==> config.mk <==
export PLATFORM = sky130hd
export DESIGN_NAME = ex_muldiv_controller
export DESIGN_NICKNAME = d
export VERILOG_FILES = /design/src/rtl/ex_pkg.sv /design/src/rtl/muldiv_step.sv /design/src/rtl/ex_muldiv_controller.sv
export SDC_FILE = /design/constraint.sdc
export NUM_CORES = 1
export LEC_CHECK = 0
export CAP_MARGIN = 40
export CORE_MARGIN = 2
export CORE_UTILIZATION = 55
export DETAILED_ROUTE_END_ITERATION = 10
export PLACE_DENSITY = 0.85
export SYNTH_ARGS = -nofsm -noshare
export SYNTH_HDL_FRONTEND = slang
export SYNTH_HIERARCHICAL = 1
export SYNTH_SLANG_ARGS = --single-unit
==> constraint.sdc <==
create_clock -name clk -period 3.4 [get_ports clk]
set_input_delay 0.68 -clock clk [delete_from_list [all_inputs] [get_ports clk]]
set_output_delay 0.68 -clock clk [all_outputs]
set_load 0.01 [all_outputs]
==> src/rtl/ex_pkg.sv <==
// Shared types and encodings for the EX-stage multiply/divide controller.
package ex_pkg;

   localparam int MULDIV_ITER = 32;

   localparam logic [1:0] OP_MULTU = 2'b00;
   localparam logic [1:0] OP_MULT  = 2'b01;
   localparam logic [1:0] OP_DIVU  = 2'b10;
   localparam logic [1:0] OP_DIV   = 2'b11;

   typedef enum logic [1:0] {
      MULTU = OP_MULTU,
      MULT  = OP_MULT,
      DIVU  = OP_DIVU,
      DIV   = OP_DIV
   } muldiv_op_e;

   typedef enum logic [1:0] {
      IDLE,
      RUN,
      FIX,
      DONE
   } muldiv_state_e;

   function automatic logic op_is_div(input muldiv_op_e o);
      return (o == DIVU) || (o == DIV);
   endfunction

   function automatic logic op_is_signed(input muldiv_op_e o);
      return (o == MULT) || (o == DIV);
   endfunction

endpackage

==> src/rtl/muldiv_step.sv <==
// One radix-2 iteration: shift-add multiply step or restoring divide step
// over the {part, low} double-width accumulator.
module muldiv_step #(
   parameter int WIDTH = 32
) (
   input  logic [WIDTH-1:0] part,
   input  logic [WIDTH-1:0] low,
   input  logic [WIDTH-1:0] operand,
   input  logic             is_div,
   output logic [WIDTH-1:0] next_part,
   output logic [WIDTH-1:0] next_low,
   output logic             q_bit
);

   logic [WIDTH:0] sum;
   logic [WIDTH:0] shifted;
   logic [WIDTH:0] diff;

   // NOTE: every always_comb output gets a default first so no path leaves it unassigned (no latch).
   always_comb begin
      sum       = {1'b0, part} + (low[0] ? {1'b0, operand} : '0);
      shifted   = {part, low[WIDTH-1]};
      diff      = shifted - {1'b0, operand};
      q_bit     = 1'b0;
      next_part = part;
      next_low  = low;
      if (is_div) begin
         q_bit     = (shifted >= {1'b0, operand});
         next_part = q_bit ? diff[WIDTH-1:0] : shifted[WIDTH-1:0];
         next_low  = {low[WIDTH-2:0], q_bit};
      end else begin
         // multiplier bits retire from the bottom while product bits enter at the top
         next_part = sum[WIDTH:1];
         next_low  = {sum[0], low[WIDTH-1:1]};
      end
   end

endmodule

==> src/rtl/ex_muldiv_controller.sv <==
// EX-stage multi-cycle MULT/MULTU/DIV/DIVU sequencer with pipeline stall and
// architectural HI/LO registers.
module ex_muldiv_controller
   import ex_pkg::*;
#(
   parameter int WIDTH = MULDIV_ITER,
   parameter int ITER  = WIDTH
) (
   input  logic             clk,
   input  logic             rst_b,
   input  logic             start,
   input  logic [1:0]       op,
   input  logic [WIDTH-1:0] rs_data,
   input  logic [WIDTH-1:0] rt_data,
   input  logic             flush,
   output logic             stall,
   output logic             busy,
   output logic             done,
   output logic             div_by_zero,
   output logic [WIDTH-1:0] hi,
   output logic [WIDTH-1:0] lo
);

   localparam int CW = $clog2(ITER);

   muldiv_state_e    state, state_next;
   logic [CW-1:0]    cnt;
   muldiv_op_e       op_q;
   logic [WIDTH-1:0] acc_hi, acc_lo, operand;
   logic             sign_a, sign_b, dbz;
   logic             load, cnt_last;

   logic [WIDTH-1:0] next_part, next_low;
   logic             q_bit_unused;
   logic [WIDTH-1:0] fix_hi, fix_lo;
   logic [2*WIDTH-1:0] prod, prod_fix;

   muldiv_op_e       op_in;
   logic             signed_in;

   assign op_in     = muldiv_op_e'(op);
   assign signed_in = op_is_signed(op_in);
   assign load      = start && !flush && (state == IDLE || state == DONE);
   assign cnt_last  = (cnt == CW'(ITER - 1));

   // NOTE: sequential state uses non-blocking assignments so all registers update from pre-edge values.
   always_ff @(posedge clk) begin
      if (!rst_b) state <= IDLE;
      else        state <= state_next;
   end

   always_comb begin
      state_next = state;
      busy       = 1'b0;
      done       = 1'b0;
      case (state)
         IDLE: if (start && !flush) state_next = RUN;
         RUN: begin
            busy = 1'b1;
            if (flush)         state_next = IDLE;
            else if (cnt_last) state_next = FIX;
         end
         FIX: begin
            busy       = 1'b1;
            state_next = flush ? IDLE : DONE;
         end
         DONE: begin
            done       = 1'b1;
            state_next = (start && !flush) ? RUN : IDLE;
         end
         default: state_next = IDLE;
      endcase
      stall       = (start && (state == IDLE || state == DONE)) || busy;
      div_by_zero = done && dbz;
   end

   muldiv_step #(.WIDTH(WIDTH)) u_step (
      .part      (acc_hi),
      .low       (acc_lo),
      .operand   (operand),
      .is_div    (op_is_div(op_q)),
      .next_part (next_part),
      .next_low  (next_low),
      .q_bit     (q_bit_unused)
   );

   // NOTE: the iteration datapath is fully loaded on start, so it carries no reset.
   always_ff @(posedge clk) begin
      if (load) begin
         op_q    <= op_in;
         acc_hi  <= '0;
         acc_lo  <= (signed_in && rs_data[WIDTH-1]) ? -rs_data : rs_data;
         operand <= (signed_in && rt_data[WIDTH-1]) ? -rt_data : rt_data;
         sign_a  <= signed_in && rs_data[WIDTH-1];
         sign_b  <= signed_in && rt_data[WIDTH-1];
         dbz     <= op_is_div(op_in) && (rt_data == '0);
      end else if (state == RUN) begin
         acc_hi <= next_part;
         acc_lo <= next_low;
      end
   end

   always_comb begin
      prod     = {acc_hi, acc_lo};
      prod_fix = (sign_a ^ sign_b) ? -prod : prod;
      fix_hi   = prod_fix[2*WIDTH-1:WIDTH];
      fix_lo   = prod_fix[WIDTH-1:0];
      if (op_is_div(op_q)) begin
         // with a zero divisor the remainder ends up as |dividend|, so the
         // dividend-sign rule restores the original signed dividend
         fix_hi = sign_a ? -acc_hi : acc_hi;
         fix_lo = dbz ? '1 : ((sign_a ^ sign_b) ? -acc_lo : acc_lo);
      end
   end

   always_ff @(posedge clk) begin
      if (!rst_b) begin
         cnt <= '0;
         hi  <= '0;
         lo  <= '0;
      end else begin
         if (load)               cnt <= '0;
         else if (state == RUN)  cnt <= cnt + 1'b1;
         if (state == FIX && !flush) begin
            hi <= fix_hi;
            lo <= fix_lo;
         end
      end
   end

endmodule

==> metrics.md, run 1 <==
| Metric | Value |
|---|---|
| Dominant synthesized flop cell | `dfxtp_1` |
| Synth Area in Adders | `7.03%` |
| DRC violations left | `0` |
| Height of the die | `163 um` |
| Critical path required time | `3770 ps` |
| Synthesized flop and latch total | `171` |
| Yosys cell types | `85` |
| ANT nets after route | `0` |
| XOR/XNOR share of the synthesized area | `9.37%` |
| Post-route setup slack | `94.1 ps` |
| Area growth syn-to-layout | `20.5%` |
| Final hold vios | `0` |
| Top cells by area, synth | `dfxtp_1 (15%), edfxtp_1 (15%), ha_1 (6.7%), a21oi_1 (6.4%), xnor2_1 (5.0%)` |
| Min cycle time layout | `3310 ps` |
| Power per Cell Area | `665 mW/mm2` |
| Clk Latency, worst-skew pair | `440 ps` |
| CTS root buf | `clkbuf_16` |
| Sum Neg Setup Slack | `0 ps` |
| Antenna violations before repair | `0` |
| Remaining global-route overflow | `0` |
| Worst reg2reg endpoint | `acc_hi[28]` |
| Top layer in use | `met4` |
| H-tree level count | `4` |
| Post-synth top area cell | `dfxtp_1` |
| Endpoint with the worst hold slack | `hi[17]` |
| Post-synthesis sequential area ratio | `29.5%` |
| Met2 WL | `19,400 um` |
| Antenna cells | `0` |
| VDD IR-drop max | `0.366 mV` |
| Die area | `0.0266 mm2` |
| Core footprint | `0.0250 mm2` |
| Critical path type | `register to register` |
| Highest Clock Rate | `0.302 GHz` |
| Clock slew at reported path FFs | `80 ps` |
| Gpl congestion | `0.930` |
| CTS tree | `yes` |
| Layout cell share with drive strength beyond 1 | `11.0%` |
| Tot Pwr | `11,200 uW` |
| Vias in the first global route | `12,900` |
| Initial drt markers | `1,946` |
| Die extent in x | `163 um` |
| Setup-failing EPs final | `0` |
| CTS Buffer Depth | `2` |
| Portion of netlist area occupied by mux cells | `6.13%` |
| Detail Placement HPWL | `30,800 um` |
| CTS Buf Count | `17` |
| IO Port Bufs | `137` |
| Worst reg2reg startpoint | `acc_lo[31]` |
| Count of pins over their slew limit | `0` |
| Critical Path Source Type | `register` |
| Initial Util | `55.6%` |
| Wirelength, routed | `41,900 um` |
| Synthesized net count | `1,869` |
| First-pass GRT wire length | `65,000 um` |
| DR vias | `14,100` |
| Crit path buf inv count | `2` |
| Hold Path Origin | `hi[17]` |
| Critical-path top delay cell | `edfxtp_1` |
| Async SR Flop Fraction | `0%` |
| CP peak stage delay | `420 ps` |
| Commonest cells after routing, fill and taps aside | `nor2_1 (168), a21oi_1 (168), clkdlybuf4s50_1 (136), o21ai_0 (115), dfxtp_1 (103)` |
| Max-cap violations | `0` |
| Critical Path Fanout Max | `3` |
| Synth top area share | `14.8%` |
| Simple-Gate Fraction of Synth Area | `21.0%` |
| Met3 WL | `3790 um` |
| Ys Warns | `6` |
| Worst r2r path cells | `15` |
| Hold path cells | `2` |
| Largest family of logic cells by synthesized area | `compound AO/OA/AOI/OAI gates` |
| Mapped Avg Cell Area | `8.09 um2` |
| Worst-margin pin slew | `816 ps` |
| Wire per inst | `19.0 um` |
| RSZ-0062 raised after global routing | `yes` |
| Setup crit end kind | `register` |
| Drt pass-1 iters | `8` |
| Delay-heaviest family, CP | `compound AO/OA/AOI/OAI gates` |
| Final nets | `2,006` |
| Top Ports | `138` |
| Syn Std Cell Area | `0.0139 mm2` |
| Flop-to-flop setup slack | `90 ps` |
| Worst Skew | `16.8 ps` |
| Vias per cell | `6.40` |
| Number of synthesized flops with an enable pin | `68` |
| Critical path, cell by cell | `inv_2 > ha_2 > inv_1 > fa_2 > a21o_1 > a221o_1 > or2_1 > nand4_1 > a31oi_4 > o211ai_1 > a21oi_2 > xnor2_1 > a211oi_2 > mux2i_1 > nor2_1` |
| Row count | `58` |
| GRT Util Overall | `30.4%` |
| Final Cycle Share | `97.2%` |
| Metal-1 WL | `17,600 um` |
| Pre-CTS setup slack | `-22.7 ps` |
| Filler cell count | `2,022` |
| Cells after synthesis | `1,722` |
| Worst min path class | `register to register` |
| Leak Pwr | `0.00663 uW` |
| Status | `completed` |
| Post-synthesis compound-gate area fraction | `22.3%` |
| Largest net degree at the start of global routing | `132` |
| # hold bufs at CTS | `0` |
| Critical Path AT | `3670 ps` |
| Clock Sinks | `171` |
| Worst rel slew slack | `45.6%` |
[Yosys cell counts, types with 8 or more instances]
cell      instances
a211oi_1          8
a21o_1           39
a21oi_1         177
a31oi_1          20
and2_1           40
and3_1           22
buf_1             8
buf_2            12
clkbuf_1         74
dfxtp_1         103
edfxtp_1         68
ha_1             75
inv_1            69
mux2_2           33
mux2i_1          47
nand2_1          94
nand2b_1         17
nand3_1          59
nand4_1          28
nand4b_1         12
nor2_1          170
nor2b_1          13
nor3_1           43
nor4_1           22
o211ai_1         18
o21ai_0         118
o21ai_1          12
o221ai_1         13
o31ai_1          22
o41ai_1          12
or3_1            17
or4_1            11
xnor2_1          80
xor2_1           69
[power breakdown]
part           leakage, uW  switching [uW]  internal (uW)  total, uW
Clock             0.000311            1020           1090       2110
Sequential         0.00148             398           2470       2870
Combinational      0.00484            3610           2560       6170
Total              0.00663            5040           6120      11200
[layer usage]
layer	vias to the layer above	track usage, %
li1	6590	-
met1	6635	41.0
met2	773	50.3
met3	97	3.94
met4	0	10.7
met5	-	0
[stage by stage]
stage               area (um2)  hold slack, ps  util [%]  cells
finish                   16800             452      67.0   2202
global route             16800             473      67.0   2202
CTS                      16500             456      66.1   2195
detailed placement       15900             446      63.5   2163
global placement         15900             439      63.5   2163
floorplan                13900             467         -   1722
[worst min-delay path, delay by kind of cell (launching register included)]
| kind | cells | cell delay, ps |
|---|---|---|
| compound gates | 1 | 50 |
| flops | 1 | 310 |
| simple gates | 1 | 50 |
[logic make-up (layout without fill, tap and decap cells)]
group / after synthesis / count (layout)
buffers and inverters: 167 / 317
AO/OA/AOI/OAI: 501 / 501
multiplexers: 81 / 81
AND/OR/NAND/NOR: 576 / 576
flip-flops: 171 / 171
XOR/XNOR: 149 / 149
adder cells (fa/ha/maj): 77 / 77
[cell type report]
class                   instances  area, um2  share of cell area, %
inverters                      71        267                   1.59
repair buffers                214       1970                   11.8
clock buffers                  17        425                   2.54
multi-input cells            1384       9380                   55.9
well taps                     330        413                   2.46
flip-flops and latches        171       4100                   24.5
clock inverters                15        213                   1.27
[how the worst max path moves through the flow]
stage                from         end  slack [ps]  cells after the start
4_1_cts         acc_lo[0]  acc_hi[30]          10                     15
2_1_floorplan   acc_lo[0]  acc_hi[23]         230                     15
6_report       acc_lo[31]  acc_hi[28]          90                     15
5_1_grt         acc_lo[0]  acc_hi[31]         -80                     15
3_5_place_dp    acc_lo[0]  acc_hi[28]         -20                     15
3_3_place_gp    acc_lo[0]  acc_hi[28]          30                     15
[registers in the layout (all words and copies together), names as in the netlist]
name	cells
acc_hi	32
cnt	5
hi	32
operand	32
acc_lo	32
dbz	1
state	2
op_q	1
sign_b	1
sign_a	1
lo	32
[what timing repair did]
action / in CTS / in global routing
buffers inserted: 0 / 7
resized for setup: 2 / 41
pin swaps: 1 / 23
setup endpoints to repair: 2 / 15
(Power assumes the default switching activity.)
==> inputs of run 2 (changes only) <==
==> constraint.sdc (replaced) <==
create_clock -name clk -period 3.4 [get_ports clk]
set_input_delay 0.68 -clock clk [delete_from_list [all_inputs] [get_ports clk]]
set_output_delay 0.68 -clock clk [all_outputs]
set_load 0.1 [all_outputs]
==> run 2 against run 1 <==
Net effect: core utilization rose by 2.4 points; flip-flop and latch count unchanged; via count up 1.8%; cell count increased by 2.4%; worst hold slack better by 10 ps; global-route usage grew 1.4 points; clock power about the same; total power rose by 1.6%; critical endpoint is now acc_hi[18]; critical path depth grew 1; clock skew is 3.4 ps lower.
==> metrics.md, run 2 (synthesized netlist as in run 1, its figures left out) <==
| Metric | Value |
|---|---|
| Status | `completed` |
| Clock Sinks | `171` |
| Final Non-Filler Cells | `2,254` |
| Final nets | `2,058` |
| Initial drt markers | `1,676` |
| CP peak stage delay | `420 ps` |
| Worst min path class | `register to register` |
| Register area | `0.00410 mm2` |
| Wire per inst | `19.2 um` |
| DR vias | `14,400` |
| Area growth syn-to-layout | `24.7%` |
| Antenna violations before repair | `1` |
| CTS root buf | `clkbuf_16` |
| CTS Buffer Depth | `2` |
| First-pass GRT wire length | `68,200 um` |
| Antenna cells | `0` |
| Worst rel slew slack | `51.4%` |
| Min cycle time layout | `3280 ps` |
| Largest net degree at the start of global routing | `66` |
| Clock slew at reported path FFs | `80 ps` |
| Commonest cells after routing, fill and taps aside | `a21oi_1 (170), nor2_1 (169), o21ai_0 (116), buf_4 (115), clkdlybuf4s50_1 (106)` |
| Placed insts | `2,218` |
| Power per Cell Area | `652 mW/mm2` |
| Critical path, cell by cell | `inv_2 > ha_4 > inv_1 > fa_2 > a21o_1 > a221o_1 > o2111ai_2 > nand3_2 > buf_6 > a21o_2 > a21oi_2 > xnor2_1 > mux2i_1 > a21oi_2 > mux2i_1 > nor2_1` |
| Placed cell areas | `0.0165 mm2` |
| Height of the die | `163 um` |
| Vias per cell | `6.37` |
| Net Switching | `5150 uW` |
| CTS Buf Count | `17` |
| Commonest non-fill, non-tap cell in the layout | `a21oi_1` |
| ANT nets after route | `0` |
| Remaining global-route overflow | `0` |
| Gpl congestion | `0.961` |
| Wirelength, routed | `43,300 um` |
| Initial Util | `55.6%` |
| Row count | `58` |
| Finished Cell Area | `0.0174 mm2` |
| Core footprint | `0.0250 mm2` |
| Pint | `6180 uW` |
| CTS tree | `yes` |
| Critical-path top delay cell | `edfxtp_1` |
| Logic pwr share | `56.6%` |
| H-tree level count | `4` |
| Die extent in x | `163 um` |
| Util after Layout | `69.4%` |
| Switching part of the total power | `45.5%` |
| Clock power share | `18.4%` |
| Layout cell share with drive strength beyond 1 | `14.4%` |
| Die area | `0.0266 mm2` |
| Leak Pwr | `0.00704 uW` |
| Critical path required time | `3730 ps` |
| Max-cap violations | `0` |
| # hold bufs at CTS | `0` |
| Filler cell count | `1,922` |
| Final Cycle Share | `96.3%` |
| Drt pass-1 iters | `6` |
| Critical path type | `register to register` |
| Setup crit end kind | `register` |
| Final hold vios | `0` |
| Worst-margin pin slew | `729 ps` |
| Count of pins over their slew limit | `0` |
| DRC violations left | `0` |
| Vias in the first global route | `13,300` |
| Setup-failing EPs final | `0` |
| Flop pwr share | `25.0%` |
| VDD IR-drop max | `0.313 mV` |
| Critical Path Source Type | `register` |
| Critical Path Fanout Max | `3` |
| Detail Placement HPWL | `33,000 um` |
| Clk Latency, worst-skew pair | `450 ps` |
| Area of the multi-input gates | `0.00935 mm2` |
| IO Port Bufs | `137` |
| GRT Util Overall | `31.9%` |
| Critical Path AT | `3600 ps` |
| Highest Clock Rate | `0.305 GHz` |
| Worst Skew | `13.4 ps` |
| Top Ports | `138` |
-- run 2: cell type report --
| type | count | share of cell area, % |
|---|---|---|
| multi-input cells | 1384 | 53.8 |
| clock inverters | 15 | 1.20 |
| repair buffers | 266 | 15.0 |
| clock buffers | 17 | 2.45 |
| flip-flops and latches | 171 | 23.6 |
| inverters | 71 | 1.53 |
| well taps | 330 | 2.38 |
-- run 2: critical path: cells and delay by family (launching register included) --
| kind | cells | cell delay [ps] |
|---|---|---|
| buffers and inverters | 3 | 310 |
| AO/OA/AOI/OAI | 6 | 1230 |
| AND/OR/NAND/NOR | 2 | 180 |
| XOR/XNOR | 1 | 70 |
| adder cells (fa/ha/maj) | 2 | 490 |
| flip-flops | 1 | 420 |
| multiplexers | 2 | 440 |
-- run 2: final timing paths --
path / startpoint / endpoint / slack [ps] / cells after the start
worst min-delay path: hi[8] / hi[8] / 460 / 2
worst max-delay path: acc_lo[31] / acc_hi[18] / 120 / 16
worst min register to register: hi[8] / hi[8] / 460 / 2
worst max register to register: acc_lo[31] / acc_hi[18] / 120 / 16
-- run 2: per-layer routing --
metal  vias up  track usage, %  routed length, um
met5         -               0                  0
met3        97            4.16               3410
li1       6701               -                  -
met2       739            53.8              20700
met1      6815            42.2              18300
met4         0            10.6               1000
-- run 2: stage by stage --
stage	power [uW]	worst slack, ps	TNS [ps]	hold WS [ps]
final	11300	124	0	463
after global routing	12000	-3.76	-3.76	485
after CTS	11000	20.1	0	463
after detailed placement	8900	-47.4	-68.3	453
after global placement	8750	10.8	0	438
after floorplan	6980	30.4	0	467
-- run 2: power by group through the flow --
stage	Clock [uW]	Sequential [uW]	Combinational, uW
after floorplan	0	2910	4070
after global placement	0	2840	5910
after detailed placement	0	2850	6050
after CTS	2090	2800	6120
after global routing	2170	2860	6940
final	2090	2830	6410
-- run 2: what timing repair did --
item                                    4_1_cts  5_1_grt
buffers inserted                              1        3
pin swaps                                     1        6
endpoints found under the setup margin        6       14
resized for setup                             4       27
